[config.mk]
export PLATFORM = sky130hd
export DESIGN_NAME = seq_multiplier
export DESIGN_NICKNAME = d
export VERILOG_FILES = /design/src/rtl/seq_mul_pkg.sv /design/src/rtl/seq_mul_controller.sv /design/src/rtl/seq_multiplier.sv
export SDC_FILE = /design/constraint.sdc
export NUM_CORES = 1
export LEC_CHECK = 0
export CORE_MARGIN = 2
export CORE_UTILIZATION = 57
export DETAILED_ROUTE_END_ITERATION = 10
export PLACE_DENSITY = 0.81
export SYNTH_ARGS = -nofsm -noshare
export SYNTH_HDL_FRONTEND = slang
export SYNTH_SLANG_ARGS = --single-unit
[constraint.sdc]
create_clock -name clk -period 5.3 [get_ports clk]
set_clock_uncertainty 0.05 [all_clocks]
set_input_delay 1.06 -clock clk [delete_from_list [all_inputs] [get_ports clk]]
set_output_delay 1.06 -clock clk [all_outputs]
set_load 0.005 [all_outputs]
[src/rtl/seq_mul_pkg.sv]
// Shared types and sizing helpers for the sequential shift-add multiplier.
// Latency: n/a (declarations only).
// Backpressure: n/a.
package seq_mul_pkg;

    // Controller states. FIX is reachable only when the signed build is enabled.
    typedef enum logic [1:0] {
        IDLE = 2'd0,
        CALC = 2'd1,
        FIX  = 2'd2,
        DONE = 2'd3
    } state_t;

    // Number of accumulation steps needed to consume the multiplier operand.
    function automatic int steps(input int width, input int digit);
        return width / digit;
    endfunction

    // Step counter width; one spare bit so the last index never wraps.
    function automatic int cnt_width(input int width, input int digit);
        return $clog2(steps(width, digit)) + 1;
    endfunction

endpackage

[src/rtl/seq_mul_controller.sv]
// FSM and step counter sequencing the shift-add datapath (macro SEQ_MULTIPLIER_SIGNED_EN adds FIX).
// Latency: STEPS accumulate cycles, then DONE (plus one FIX cycle in the signed build).
// Backpressure: accepts start only in IDLE (ready=1); start elsewhere is dropped, no queueing.
module seq_mul_controller
    import seq_mul_pkg::*;
#(
    parameter int STEPS = 4,
    parameter int CW    = 3
) (
    input  logic          clk,
    input  logic          rst,
    input  logic          start,
    output logic          ready,
    output logic          done,
    output logic          ld,
    output logic          acc_en,
    output logic          fix_en,
    output logic [CW-1:0] cnt
);

    state_t state;
    state_t state_nxt;
    logic   last_step;

    assign last_step = (cnt == CW'(STEPS - 1));

    // State register; synchronous active-low reset returns the block to IDLE.
    always_ff @(posedge clk) begin
        if (!rst) begin
            state <= IDLE;
        end else begin
            state <= state_nxt;
        end
    end

    // Step counter: cleared on capture, advanced once per accumulate step.
    always_ff @(posedge clk) begin
        if (!rst) begin
            cnt <= '0;
        end else if (ld) begin
            cnt <= '0;
        end else if (acc_en) begin
            cnt <= cnt + CW'(1);
        end
    end

    // Next-state and decoded control strobes.
    always_comb begin
        state_nxt = state;
        ready     = 1'b0;
        done      = 1'b0;
        ld        = 1'b0;
        acc_en    = 1'b0;
        fix_en    = 1'b0;
        case (state)
            IDLE: begin
                ready = 1'b1;
                if (start) begin
                    ld        = 1'b1;
                    state_nxt = CALC;
                end
            end
            CALC: begin
                acc_en = 1'b1;
                if (last_step) begin
`ifdef SEQ_MULTIPLIER_SIGNED_EN
                    state_nxt = FIX;
`else
                    state_nxt = DONE;
`endif
                end
            end
            FIX: begin
`ifdef SEQ_MULTIPLIER_SIGNED_EN
                fix_en    = 1'b1;
                state_nxt = DONE;
`else
                // Unreachable in the unsigned build; recover to IDLE.
                state_nxt = IDLE;
`endif
            end
            DONE: begin
                done      = 1'b1;
                state_nxt = IDLE;
            end
            default: begin
                state_nxt = IDLE;
            end
        endcase
    end

endmodule

[src/rtl/seq_multiplier.sv]
// Parametrised shift-add multiplier, DIGIT multiplier bits per cycle (macro SEQ_MULTIPLIER_SIGNED_EN: two's complement).
// Latency: STEPS+1 cycles from accept edge to done (STEPS+2 in the signed build).
// Backpressure: ready high only in IDLE; start outside IDLE is ignored, product holds until next accept.
module seq_multiplier
    import seq_mul_pkg::*;
#(
    parameter int WIDTH = 8,
    parameter int DIGIT = 2
) (
    input  logic                 clk,
    input  logic                 rst,
    input  logic                 start,
    input  logic [WIDTH-1:0]     a,
    input  logic [WIDTH-1:0]     b,
    output logic                 ready,
    output logic                 done,
    output logic [2*WIDTH-1:0]   product
);

    localparam int STEPS = steps(WIDTH, DIGIT);
    localparam int CW    = cnt_width(WIDTH, DIGIT);
    // Shift amount width: cnt*DIGIT with DIGIT <= 4 needs at most 3 extra bits.
    localparam int SW    = CW + 3;

    logic                 ld;
    logic                 acc_en;
    logic                 fix_en;
    logic [CW-1:0]        cnt;

    logic [WIDTH-1:0]     op_a;
    logic [WIDTH-1:0]     op_b;
    logic [2*WIDTH-1:0]   acc;
    logic [WIDTH-1:0]     a_in;
    logic [WIDTH-1:0]     b_in;
    logic [SW-1:0]        shamt;
    logic [DIGIT-1:0]     digit;
    logic [2*WIDTH-1:0]   pp;
    logic [2*WIDTH-1:0]   fix_val;

    seq_mul_controller #(
        .STEPS (STEPS),
        .CW    (CW)
    ) u_ctrl (
        .clk    (clk),
        .rst    (rst),
        .start  (start),
        .ready  (ready),
        .done   (done),
        .ld     (ld),
        .acc_en (acc_en),
        .fix_en (fix_en),
        .cnt    (cnt)
    );

`ifdef SEQ_MULTIPLIER_SIGNED_EN
    logic neg;

    // Magnitudes of the operands; the most negative value maps to 2^(WIDTH-1) unsigned.
    always_comb begin
        a_in = a[WIDTH-1] ? (~a + WIDTH'(1)) : a;
        b_in = b[WIDTH-1] ? (~b + WIDTH'(1)) : b;
    end

    // Result sign remembered from the operands at capture.
    always_ff @(posedge clk) begin
        if (!rst) begin
            neg <= 1'b0;
        end else if (ld) begin
            neg <= a[WIDTH-1] ^ b[WIDTH-1];
        end
    end

    // Final sign correction applied in the FIX step.
    always_comb begin
        fix_val = neg ? (~acc + (2*WIDTH)'(1)) : acc;
    end
`else
    // Unsigned build: operands pass straight through and the fix step is a hold.
    always_comb begin
        a_in    = a;
        b_in    = b;
        fix_val = acc;
    end
`endif

    // Operand registers, loaded on the accepting edge.
    always_ff @(posedge clk) begin
        if (!rst) begin
            op_a <= '0;
            op_b <= '0;
        end else if (ld) begin
            op_a <= a_in;
            op_b <= b_in;
        end
    end

    // Digit select and shifted partial product for the current step.
    always_comb begin
        shamt = SW'(cnt) * SW'(DIGIT);
        digit = DIGIT'(op_b >> shamt);
        pp    = ({{WIDTH{1'b0}}, op_a} * (2*WIDTH)'(digit)) << shamt;
    end

    // Accumulator: cleared on capture, summed in CALC, sign-fixed in FIX, held otherwise.
    always_ff @(posedge clk) begin
        if (!rst) begin
            acc <= '0;
        end else if (ld) begin
            acc <= '0;
        end else if (acc_en) begin
            acc <= acc + pp;
        end else if (fix_en) begin
            acc <= fix_val;
        end
    end

    assign product = acc;

endmodule
==> metrics.md, run 1 <==
| Metric | Value |
|---|---|
| Register area share after synthesis | 0.245 |
| Setup Fix Bufs, Post-CTS | 0 |
| Power Total | 0.000653 W |
| Synth top area share | 0.245 |
| DRC Markers | 0 |
| Setup violators final | 0 |
| Vias in the first global route | 2892 |
| # resized after CTS | 0 |
| Post-synth EDFFs | 0 |
| Period Utilization, post-route | 0.939 |
| Die area | 0.00590 mm2 |
| Global Route Usage Sum | 0.281 |
| Worst EP required | 5.48 ns |
| Cell with the most instances after synthesis | nand2_1 |
| Fmax | 201 MHz |
| CTS tree | yes |
| Pin count of the biggest net entering global routing | 26 |
| CP Launch Type | flop |
| Core Rows | 26 |
| Met2 wire length | 3370 um |
| Post-synthesis cell area | 0.00302 mm2 |
| WL met1 | 3640 um |
| Commonest cells in the netlist | 60 x nand2_1, 37 x dfxtp_1, 27 x a21oi_1, 27 x nor2_1, 24 x ha_1 |
| Initial Util | 0.591 |
| Hold Crit Class | reg -> reg |
| CTS buffer count | 5 |
| Final hold violations | 0 |
| PortBufs | 36 |
| GP Congestion | 0.977 |
| CTS Hold Buffers Added | 0 |
| Vias post-DR | 2947 |
| Initial antenna violation count | 0 |
| Htree depth | 2 |
| Clock Pin Slew Worst Setup and Hold Paths | 0.07 ns |
| Total congestion overflow | 0 |
| Synthesized net count | 438 |
| Worst Tran Pin Value | 1.01 ns |
| Routed wire length per instance | 15.4 um |
| 1st-pass router iterations | 5 |
| Crit-path max FO | 11 |
| Ys Warns | 0 |
| Detailed-route vias per instance | 5.98 |
| Area Overhead vs Synth | 17.4% |
| Worst-Skew Late Latency | 0.29 ns |
| Leak | 1.53 nW |
| Setup TNS | 0 ns |
| Top sig layer | met4 |
| Peak supply drop | 0.000156 V |
| FF+latch count, synth | 37 |
| Fin crit period | 4.97 ns |
| Outcome | complete, no violations |
| DR WL met3 | 432 um |
| IO Pins | 37 |
| First-pass GRT wire length | 13500 um |
| WP data arrival | 5.16 ns |
| Netlist cell types | 65 |
| Endpoint class of the critical path | flop |
| RSZ-0062 raised after global routing | no |
| Die W | 76.8 um |
| DP HPWL | 5790 um |
| Type of the worst setup path | reg -> reg |
| Layout Nets | 467 |
| Slew Viols, Final | 0 |
| Max-Cap Viols | 0 |
| Layout cells sized above 1 | 0.0733 |
| Synth area leader | dfxtp_1 |
| Core Region | 0.00511 mm2 |
| Power Density | 184 mW/mm2 |
| Top cells by area, synth | dfxtp_1 25%, ha_1 9.9%, nand2_1 7.5% |
| Synth Flop Type | dfxtp_1 |
| Final wirelength | 7590 um |
| Mapped Cells | 393 |
| Antenna Cells | 0 |
| Post-route ant nets | 0 |
| Clock tree sinks | 37 |
| Mean Syn Cell Area | 7.69 um2 |
| Ys async rst share | 0 |
| First DRT Iteration DRCs | 198 |
| Clk root buf | clkbuf_8 |
| Maximum buffer depth of the clock tree | 2 |
| Normalized max-slew margin | 0.327 |
| Die Height | 76.8 um |
-- final timing paths --
| check | startpoint | to | slack, ns | cells after the start |
|---|---|---|---|---|
| worst min register to register | op_b[1] | op_b[1] | 0.42 | 2 |
| worst min-delay path | op_b[1] | op_b[1] | 0.42 | 2 |
| worst max register to register | u_ctrl.cnt[1] | product[15] | 0.33 | 20 |
| worst max-delay path | u_ctrl.cnt[1] | product[15] | 0.33 | 20 |
-- report_power, final --
part | leakage, nW | switching, W | internal [W] | total, W
logic | 1.17 | 0.0000572 | 0.0000424 | 0.0000996
registers | 0.301 | 0.00000843 | 0.000288 | 0.000296
clock network | 0.0585 | 0.000104 | 0.000153 | 0.000257
total | 1.53 | 0.000169 | 0.000484 | 0.000653
-- metal layers --
layer,up-vias,global-route usage
met5,-,0
met2,103,0.438
met3,14,0.0506
li1,1474,-
met1,1356,0.387
met4,0,0.107
-- cell families after synthesis --
family	Yosys count	share of synthesized area
flip-flops	37	0.245
multiplexers	9	0.0418
adder cells (fa/ha/maj)	26	0.113
XOR/XNOR	9	0.0261
buffers and inverters	39	0.0514
AND/OR/NAND/NOR	163	0.268
AO/OA/AOI/OAI	110	0.255
-- area by class of cell --
class / instances / area [um2]
Sequential cell: 37 / 741
Clock buffer: 7 / 86.3
Fill cell: 435 / 1560
Multi-Input combinational cell: 317 / 2120
Timing Repair Buffer: 43 / 413
Inverter: 18 / 67.6
Clock inverter: 1 / 30.0
Tap cell: 70 / 87.6
-- stage by stage --
step	setup WS, ns	instances	hold slack [ns]	utilization	cell area [um2]
after floorplan	0.615	393	0.389	-	3020
after global placement	0.526	485	0.409	0.672	3430
after detailed placement	0.369	485	0.417	0.672	3430
after CTS	0.333	493	0.428	0.695	3550
after global routing	0.0175	493	0.458	0.694	3550
final	0.325	493	0.422	0.694	3550
-- cells in the final DEF, fill, tap and decap left out, types with 9 or more instances in the layout --
cell type	instances
nor2_1	27
nand3_1	9
a21oi_1	27
nand2_1	60
ha_1	24
clkdlybuf4s50_1	36
inv_1	17
dfxtp_1	37
and3_1	21
a21boi_0	16
o21ai_0	12
-- flip-flops by register name, summed over array words and instances (netlist names) --
signal and count:
u_ctrl.cnt 3, u_ctrl.state 2, op_b 8, product 16
op_a 8
-- critical path, cell delays in order (launching register included) --
cell and delay, ns:
dfxtp_1 0.58, mux4_2 0.45, and2_4 0.22, nand2_1 0.11, inv_1 0.05, ha_1 0.28, a21o_1 0.17, a21oi_1 0.26
o21ai_0 0.12, o211ai_1 0.12, xor2_1 0.21, mux2i_1 0.14, a211oi_2 0.29, ha_1 0.34, a21o_1 0.20, a221oi_2 0.28
a21boi_2 0.24, a21oi_2 0.10, a31oi_1 0.30, mux2_4 0.34, nand3_2 0.06
(Power assumes the default switching activity.)
==> inputs of run 2 (changes only) <==
Settings changed: TNS_END_PERCENT set to 10.
==> results of run 2 <==
No change in the layout: final DEF, timing and power equal those of run 1.
==> inputs of run 3 (changes only) <==
Settings changed: CAP_MARGIN set to 30, CORE_UTILIZATION 57 to 64, DONT_BUFFER_PORTS set to 1, PLACE_DENSITY 0.81 to 0.8.
==> run 3 against run 2 <==
  * Sequential share of layout area increased by 2.8 points
  * Global-route usage is 0.63 points higher
  * Non-clock buffer count is 38 lower
  * Routed wire length fell by 5.1%
  * Utilization rose by 0.90 points
  * Sequential power about the same
  * Die area is 10% lower
  * Via count down 4.2%
  * Worst hold slack improved by 0.0018 ns
  * Clock-buffer cell count down 2
  * Flip-flop and latch count did not move
==> metrics.md, run 3 (synthesized netlist as in run 1, its figures left out) <==
| Metric | Value |
|---|---|
| Outcome | complete, no violations |
| CP Launch Type | flop |
| Endpoint class of the critical path | flop |
| Fin crit period | 4.99 ns (+0.0192 ns) |
| DRC Markers | 0 (unchanged) |
| Layout Nets | 429 (-8.1%) |
| Crit-path most repeated cell | a21oi_1 |
| Clk root buf | clkbuf_8 |
| Area Overhead vs Synth | 3.48% |
| Vias in the first global route | 2636 (-8.9%) |
| IO Pins | 37 (unchanged) |
| Most common cell after layout, fill and taps aside | nand2_1 |
| # resized after CTS | 0 (unchanged) |
| Worst path bufs/invs | 1 (unchanged) |
| Clock Pin Slew Worst Setup and Hold Paths | 0.09 ns (+0.02 ns) |
| DP HPWL | 5470 um (-5.6%) |
| Crit path cell chain | mux4_2, and2_4, nand2_1, inv_1, ha_1, a21o_1, a21oi_1, o21bai_1, a21oi_1, xnor2_1, a21oi_1, a211oi_1, ha_1, a21o_1, a221oi_2, a21boi_2, a21oi_2, a31oi_1, mux2_4, nand3_2 |
| Register area | 741 um2 (unchanged) |
| First DRT Iteration DRCs | 276 (+39%) |
| Layout cells sized above 1 | 0.0779 (+0.00464) |
| Slew Viols, Final | 0 (unchanged) |
| CP max stage cell | mux4_2 |
| Detailed-route vias per instance | 6.46 (+8.1%) |
| Initial antenna violation count | 0 (unchanged) |
| Final worst slack | 0.306 ns (-0.0192 ns) |
| Most frequent cells in the layout | 60 x nand2_1, 37 x dfxtp_1, 27 x nor2_1, 27 x a21oi_1, 24 x ha_1 |
| Antenna Cells | 0 (unchanged) |
| GP Congestion | 0.916 (-6.2%) |
| Initial Util | 0.680 (+0.0882) |
| Period Utilization, post-route | 0.942 (+0.00363) |
| Die area | 0.00528 mm2 (-10%) |
| CP max stage delay | 0.62 ns (+0.04 ns) |
| Switching fraction of total power | 0.304 (+0.0447) |
| Worst-Skew Late Latency | 0.30 ns (about the same) |
| Reg2reg start | u_ctrl.cnt[0] |
| Routed wire length per instance | 16.5 um (+7.1%) |
| Max-Cap Viols | 0 (unchanged) |
| Sw power | 0.000179 W (+5.7%) |
| Setup TNS | 0 ns (unchanged) |
| CP delay by family, top | compound AO/OA/AOI/OAI gates |
| Fmax | 200 MHz (-0.39%) |
| Clock tree sinks | 37 (unchanged) |
| Hold Crit Class | reg -> reg |
| Vias post-DR | 2824 (-4.2%) |
| Die W | 72.7 um (-5.3%) |
| Pin count of the biggest net entering global routing | 26 (unchanged) |
| Worst hold path startpoint | op_b[1] |
| Setup slack, reg-to-reg | 0.31 ns (-0.02 ns) |
| Setup violators final | 0 (unchanged) |
| Core Rows | 24 (-7.7%) |
| Clock power frac | 0.362 (-0.032) |
| Final hold violations | 0 (unchanged) |
| Worst Hold Depth | 2 (unchanged) |
| Filler instances | 371 (-15%) |
| Post-route ant nets | 0 (unchanged) |
| Die Height | 72.7 um (-5.3%) |
| Reg-to-Reg End | product[15] |
| PortBufs | 0 (-100%) |
| Final wirelength | 7210 um (-5.1%) |
| Peak supply drop | 0.000133 V (-15%) |
| Leak | 1.38 nW (-10%) |
| 1st-pass router iterations | 4 (-1) |
| Setup Fix Bufs, Post-CTS | 0 (unchanged) |
| Total congestion overflow | 0 (unchanged) |
| Global Route Usage Sum | 0.288 (+0.00626) |
| CTS buffer count | 5 (unchanged) |
| Seq pwr share | 0.504 (+0.050) |
| RSZ-0062 raised after global routing | no |
| Part of the power in combinational logic | 0.134 (-0.018) |
| Worst EP required | 5.49 ns (about the same) |
| CTS tree | yes |
| Multi-input logic area | 0.00212 mm2 (unchanged) |
| R2r worst-path depth | 20 (unchanged) |
| Htree depth | 2 (unchanged) |
| Max reg flops | 16 (unchanged) |
| WP data arrival | 5.18 ns (+0.02 ns) |
| Pre-CTS WS | 0.351 ns (-0.0179 ns) |
| Int Power | 0.000410 W (-15%) |
| Worst Tran Pin Value | 0.987 ns (-0.0228 ns) |
| Maximum buffer depth of the clock tree | 2 (unchanged) |
| First-pass GRT wire length | 12100 um (-10%) |
| Crit-path max FO | 8 (-3) |
| CTS Hold Buffers Added | 0 (unchanged) |
| WHS Endpoint | op_b[1] |
| Normalized max-slew margin | 0.342 (+0.0152) |
| Core Region | 0.00444 mm2 (-13%) |
| Power Density | 188 mW/mm2 (+2.3%) |
| Type of the worst setup path | reg -> reg |
[run 3: cell types whose count changed in the layout (fill, tap and decap cells not counted), sizes merged]
cell,previous run,this run
bufinv,1,0
inv,18,19
buf,7,5
clkinvlp,0,1
clkbuf,7,5
clkdlybuf4s50,36,0
clkinv,0,1
[run 3: routing by layer]
layer / global-route usage / wire (um) / vias up
met5: 0 / 0 / -
met4: 0.0844 / 124 / 0
met3: 0.0580 / 425 / 16
met2: 0.436 / 3160 / 80
met1: 0.412 / 3490 / 1323
li1: - / - / 1405
[run 3: worst max path at each step]
stage / start / endpoint / slack, ns / cells after the start
after global placement: u_ctrl.cnt[0] / product[15] / 0.53 / 20
after detailed placement: u_ctrl.cnt[0] / product[15] / 0.35 / 20
after floorplan: u_ctrl.cnt[0] / product[15] / 0.62 / 21
after global routing: u_ctrl.cnt[0] / product[15] / 0.01 / 20
after CTS: u_ctrl.cnt[0] / product[15] / 0.33 / 20
final: u_ctrl.cnt[0] / product[15] / 0.31 / 20
[run 3: final cells by class]
cell class / count / share of cell area
multi-input combinational: 317 / 0.679
sequential: 37 / 0.237
clock buffer: 5 / 0.0220
inverter: 18 / 0.0216
tap: 52 / 0.0208
timing repair buffer: 5 / 0.0120
clock inverter: 3 / 0.00801
[run 3: stage by stage]
stage | cell area (um2) | instances | total power, W | hold slack (ns) | util
CTS | 3130 | 437 | 0.000589 | 0.424 | 0.704
global route | 3130 | 437 | 0.000609 | 0.456 | 0.703
floorplan | 3020 | 393 | 0.000365 | 0.389 | -
finish | 3130 | 437 | 0.000589 | 0.424 | 0.703
global placement | 3040 | 429 | 0.000378 | 0.415 | 0.683
detailed placement | 3040 | 429 | 0.000380 | 0.412 | 0.683
[run 3: power by group through the flow]
stage | logic (W) | clock network [W] | registers [W]
floorplan | 0.0000657 | 0 | 0.000300
detailed placement | 0.0000774 | 0 | 0.000303
global route | 0.0000881 | 0.000223 | 0.000298
CTS | 0.0000780 | 0.000214 | 0.000296
finish | 0.0000791 | 0.000213 | 0.000297
global placement | 0.0000755 | 0 | 0.000303
[run 3: worst register-to-register path: cells and delay by family, from the launching register on]
kind	cells	cell delay [ns]
AO/OA/AOI/OAI	11	2.24
multiplexers	2	0.96
adder cells (fa/ha/maj)	2	0.62
flip-flops	1	0.45
AND/OR/NAND/NOR	3	0.38
XOR/XNOR	1	0.19
buffers and inverters	1	0.05
